[config.mk]
export PLATFORM = sky130hd
export DESIGN_NAME = pnb_payload_dispatch
export DESIGN_NICKNAME = d
export VERILOG_FILES = /design/src/rtl/pnb_payload_dispatch.sv
export SDC_FILE = /design/constraint.sdc
export NUM_CORES = 1
export LEC_CHECK = 0
export ABC_AREA = 1
export BUFFER_PORTS_ARGS = -buffer_cell sky130_fd_sc_hd__buf_2
export CAP_MARGIN = 20
export CORE_ASPECT_RATIO = 0.6
export CORE_MARGIN = 4
export CORE_UTILIZATION = 55
export CTS_CLUSTER_SIZE = 25
export DETAILED_ROUTE_END_ITERATION = 10
export GPL_ROUTABILITY_DRIVEN = 0
export HOLD_SLACK_MARGIN = 0.12
export PLACE_DENSITY = 0.75
export SLEW_MARGIN = 20
export SYNTH_ARGS = -nofsm -noshare
export SYNTH_HDL_FRONTEND = slang
export SYNTH_SLANG_ARGS = --single-unit
[constraint.sdc]
create_clock -name sck -period 3.2 [get_ports sck]
set_input_delay 0.48 -clock sck [delete_from_list [all_inputs] [get_ports sck]]
set_output_delay 0.48 -clock sck [all_outputs]
set_load 0.005 [all_outputs]
[src/rtl/pnb_payload_dispatch.sv]
// Payload-to-register-bus dispatcher: FIFO-buffered commands become bus writes or reads + response.
// Optional bus-ack timeout enabled by defining PNB_TIMEOUT_EN.
module pnb_payload_dispatch #(
    parameter int ADDR_W      = 8,
    parameter int DATA_W      = 32,
    parameter int FIFO_DEPTH  = 4,
    parameter int TIMEOUT_CYC = 255
) (
    input  logic                     sck,
    input  logic                     rst,
    input  logic [ADDR_W+DATA_W:0]   payload,
    input  logic                     pvld,
    output logic                     bus_req,
    output logic                     bus_wr,
    output logic [ADDR_W-1:0]        bus_addr,
    output logic [DATA_W-1:0]        bus_wdata,
    input  logic                     bus_ack,
    input  logic [DATA_W-1:0]        bus_rdata,
    output logic [ADDR_W+DATA_W:0]   resp,
    output logic                     resp_vld,
    input  logic                     resp_rdy,
    output logic                     ovf,
    output logic                     busy
);
    localparam int AW = $clog2(FIFO_DEPTH);

    typedef enum logic [1:0] {IDLE, BUS, RESP} state_t;
    typedef struct packed {
        logic              rd;
        logic [ADDR_W-1:0] addr;
        logic [DATA_W-1:0] data;
    } cmd_t;

    if ((FIFO_DEPTH < 2) || ((FIFO_DEPTH & (FIFO_DEPTH - 1)) != 0)) begin : g_bad_depth
        $error("FIFO_DEPTH must be a power of 2 and >= 2");
    end
    if (TIMEOUT_CYC < 1) begin : g_bad_timeout
        $error("TIMEOUT_CYC must be >= 1");
    end

    cmd_t          mem [FIFO_DEPTH];
    cmd_t          head;
    logic [AW-1:0] wptr, rptr;
    logic [AW:0]   count;
    logic          full, empty, push, pop;
    state_t        state;

    assign full  = (count == (AW+1)'(FIFO_DEPTH));
    assign empty = (count == '0);
    assign pop   = (state == IDLE) && !empty;
    // A pop in the same cycle frees the slot, so a push into a full FIFO is still accepted.
    assign push  = pvld && (!full || pop);
    assign head  = mem[rptr];
    assign busy  = !empty || (state != IDLE);

    always_ff @(posedge sck) begin
        if (push) mem[wptr] <= cmd_t'(payload);
    end

    always_ff @(posedge sck) begin
        if (rst) begin
            wptr  <= '0;
            rptr  <= '0;
            count <= '0;
            ovf   <= 1'b0;
        end else begin
            if (push) wptr <= wptr + 1'b1;
            if (pop)  rptr <= rptr + 1'b1;
            case ({push, pop})
                2'b10:   count <= count + 1'b1;
                2'b01:   count <= count - 1'b1;
                default: ;
            endcase
            if (pvld && !push) ovf <= 1'b1;
        end
    end

`ifdef PNB_TIMEOUT_EN
    localparam int TW = ($clog2(TIMEOUT_CYC + 1) > 8) ? $clog2(TIMEOUT_CYC + 1) : 8;
    logic [TW-1:0] to_cnt;
`endif

    always_ff @(posedge sck) begin
        if (rst) begin
            state     <= IDLE;
            bus_req   <= 1'b0;
            bus_wr    <= 1'b0;
            bus_addr  <= '0;
            bus_wdata <= '0;
            resp      <= '0;
            resp_vld  <= 1'b0;
`ifdef PNB_TIMEOUT_EN
            to_cnt    <= '0;
`endif
        end else begin
            case (state)
                IDLE: if (!empty) begin
                    bus_wr    <= ~head.rd;
                    bus_addr  <= head.addr;
                    bus_wdata <= head.data;
                    bus_req   <= 1'b1;
                    state     <= BUS;
`ifdef PNB_TIMEOUT_EN
                    to_cnt    <= '0;
`endif
                end
                BUS: begin
                    if (bus_ack) begin
                        bus_req <= 1'b0;
                        if (bus_wr) state <= IDLE;
                        else begin
                            resp     <= {1'b0, bus_addr, bus_rdata};
                            resp_vld <= 1'b1;
                            state    <= RESP;
                        end
                    end
`ifdef PNB_TIMEOUT_EN
                    // Last allowed cycle without ack: abandon the transaction.
                    else if (to_cnt == TW'(TIMEOUT_CYC - 1)) begin
                        bus_req <= 1'b0;
                        if (bus_wr) state <= IDLE;
                        else begin
                            resp     <= {1'b1, bus_addr, {DATA_W{1'b0}}};
                            resp_vld <= 1'b1;
                            state    <= RESP;
                        end
                    end else begin
                        to_cnt <= to_cnt + 1'b1;
                    end
`endif
                end
                RESP: if (resp_rdy) begin
                    resp_vld <= 1'b0;
                    state    <= IDLE;
                end
                default: state <= IDLE;
            endcase
        end
    end
endmodule

==> impl_metrics.py <==
metrics = {
    "yosys": {
        "synth.area.top_cells": "edfxtp_1 52%, dfxtp_1 20%, nor2_1 10%",
        "synth-async-reset-ratio": 0,
        "synth_area_mm2": 0.00951,
        "synth_edf_count": 164,
        "yosysMostFrequentCell": "nor2_1",
        "synth.distinct_cells": 26,
        "synth_flop_cell": "edfxtp_1",
        "synth_common_cells": "253 x nor2_1, 164 x edfxtp_1, 143 x o21ai_0",
        "synth_top_area_share": 0.518,
        "ys_seq_area_frac": 0.718,
        "avgSynthCellArea_um2": 11.3,
        "yosys.area.top_type": "edfxtp_1",
        "yosys_warnings": 0,
        "netlist_instances": 841,
        "ys_ff_latch": 259,
        "syn_nets": 924,
    },
    "setup_path": {
        "r2r_cells": 6,
        "r2r_start": "state[1]",
        "worst-endpoint-required_ps": 3390,
        "r2r_setup_slack_ps": 980,
        "crit_path_end_kind": "flip-flop",
        "cp_data_arrival_time_ps": 2410,
        "worstPathMaxFanout": 20,
        "cp-start-kind": "flip-flop",
        "critical_path_class": "reg -> reg",
        "r2r_end": "mem[3][27]",
    },
    "sta": {
        "relSlewSlack": 0.415,
        "period_minus_slack_ps": 2220,
        "worst_slew_pin_slew_ps": 877,
        "hold_viol": 0,
        "period_share": 0.693,
        "tns_ps": 0,
        "fin_skew_ps": 12.5,
        "fmax_ghz": 0.451,
        "setup_viol": 0,
        "slew_viol_final": 0,
        "rsz0062_at_grt": "false",
    },
    "drt": {
        "antenna_left": 0,
        "via_per_inst": 5.37,
        "drt_iter0_drc": 638,
        "drt-pass1-iter-count": 5,
        "post-route-drc-count": 0,
        "wl_per_cell_um": 17.1,
        "wl_um": 21100,
        "vias": 6624,
    },
    "grt": {
        "grt_pass1_vias": 6301,
        "antenna_found_initial": 1,
        "gr-usage-met1": 0.324,
        "track_usage": 0.213,
        "met2_usage": 0.326,
        "grt.overflow.total": 0,
        "grt_pass1_wl_um": 33100,
        "use_met3": 0.0405,
        "grt-busiest-layer": "met2",
        "grt_max_degree": 87,
    },
    "power_and_ir_drop": {
        "p_switching_mw": 3.12,
        "powerDensity_mw_per_mm2": 862,
        "p_seq_frac": 0.443,
        "p_leak_nw": 4.38,
        "total_power_mw": 9.71,
        "internal-power_mw": 6.58,
        "combPwrFrac": 0.267,
        "pwr-share-clk": 0.289,
        "p_sw_frac": 0.322,
        "vdd_drop_max_mv": 0.577,
    },
    "clock_tree": {
        "cts_hold_buf": 0,
        "clockBufferDepth": 3,
        "path_clk_slew_ps": 70,
        "htreeDepth": 1,
        "clock_sinks": 259,
        "insertion_delay_ps": 500,
        "cts-resized-gates": 0,
        "numCtsBuffers": 23,
        "post_cts_buffers": 0,
        "cts_tree": "done",
        "cts_root_buffer": "clkbuf_16",
    },
    "floorplan": {
        "die_x_um": 178,
        "floorplan.initialDensity": 0.574,
        "num_rows": 36,
        "io_pins": 164,
        "core_mm2": 0.0166,
        "dieArea_mm2": 0.0195,
        "fp.dieH_um": 110,
    },
    "worst_hold_path": {
        "hp-start": "resp_rdy",
        "holdCritPathClass": "in -> reg",
        "worstHoldEndpoint": "resp_vld",
        "holdPathStages": 2,
    },
    "final_layout": {
        "stdcell_area_mm2": 0.0113,
        "drive_above_1_share": 0.227,
        "fillers": 1299,
        "n_antenna_cell": 0,
        "syn_to_final_growth_pct": 18.5,
        "instances_no_fill": 1233,
        "fin_nets": 1072,
    },
    "run": {
        "maxCapViolCount": 0,
    },
    "status": {
        "status": "finished, final reports clean",
    },
    "placed_design": {
        "io_buffer_count": 162,
        "postPlaceCellArea_mm2": 0.0105,
        "dp.cells": 1192,
        "hpwl_um": 12900,
    },
}
[cell type report]
| class | count | area, µm² | area share |
|---|---|---|---|
| clock buffer | 37 | 734 | 0.0652 |
| clock inverter | 4 | 47.5 | 0.00422 |
| inverter | 22 | 82.6 | 0.00733 |
| multi-input combinational | 507 | 2360 | 0.209 |
| sequential | 259 | 6830 | 0.606 |
| tap | 228 | 285 | 0.0253 |
| timing repair buffer | 176 | 928 | 0.0824 |
[state kept, by name, summed over array words and instances, names as in the netlist, named ones only]
name / flops
bus_addr: 8
bus_req: 1
bus_wdata: 32
bus_wr: 1
count: 3
mem: 164
ovf: 1
resp: 40
resp_vld: 1
rptr: 2
state: 2
wptr: 2
[per-layer routing]
| metal | share of wire | routed length [µm] |
|---|---|---|
| met1 | 0.46 | 9810 |
| met3 | 0.079 | 1680 |
| met2 | 0.44 | 9350 |
| met5 | 0.00033 | 7 |
| met4 | 0.013 | 270 |
[power groups by stage]
stage / combinational [mW] / clock [mW] / sequential, mW
after global placement: 2.52 / 0 / 4.36
after global routing: 2.94 / 3.00 / 4.36
after CTS: 2.61 / 2.83 / 4.30
after floorplan: 1.80 / 0 / 4.36
after detailed placement: 2.58 / 0 / 4.37
final: 2.60 / 2.81 / 4.30
[cell families after synthesis]
family	Yosys count	synth area share
AND/OR/NAND/NOR	279	0.113
flip-flops	259	0.718
AO/OA/AOI/OAI	222	0.123
buffers and inverters	75	0.0372
adder cells (fa/ha/maj)	5	0.00737
other	1	0.000394
[metrics by stage]
| stage | hold slack (ps) | utilization | setup WS (ps) |
|---|---|---|---|
| floorplan | 436 | - | 332 |
| global placement | 446 | 0.632 | 1070 |
| detailed placement | 454 | 0.632 | 971 |
| CTS | 159 | 0.679 | 950 |
| global route | 166 | 0.679 | 824 |
| finish | 172 | 0.679 | 983 |
[worst max path at each step]
stage	from	endpoint	slack (ps)	cells past startpoint
2_1_floorplan	state[1]	mem[0][0]	330	5
3_3_place_gp	pvld	mem[3][21]	1070	4
3_5_place_dp	state[1]	mem[3][21]	970	6
4_1_cts	state[1]	mem[3][24]	950	6
5_1_grt	state[1]	mem[3][27]	820	6
6_report	state[1]	mem[3][27]	980	6
[critical path, cell delays in order (launching register included)]
cell and delay [ps]:
dfxtp_1 340, inv_1 80, nand2_2 90, nand3_1 110, nand2_1 290, nor2_4 640, buf_4 350
[cells in the final DEF, fill, tap and decap left out]
cell type,synthesis,layout
a21oi_1,12,12
a21oi_4,1,1
a31oi_1,41,41
buf_12,0,1
buf_2,13,162
buf_4,13,13
bufinv_16,0,1
clkbuf_1,25,5
clkbuf_16,0,26
clkbuf_2,0,2
clkbuf_8,0,4
clkinv_2,0,2
clkinvlp_4,0,1
conb_1,1,1
dfxtp_1,95,93
dfxtp_2,0,2
edfxtp_1,164,164
fa_1,1,1
ha_1,4,4
inv_1,17,17
inv_2,5,5
nand2_1,15,15
nand2_2,1,1
nand3_1,5,5
nand3_2,1,1
nand3b_1,1,1
nand4_1,1,1
nor2_1,253,249
nor2_2,1,1
nor2_4,1,5
o21ai_0,143,143
o21ai_1,25,25
Note: power is estimated with default switching activity, not from simulation.
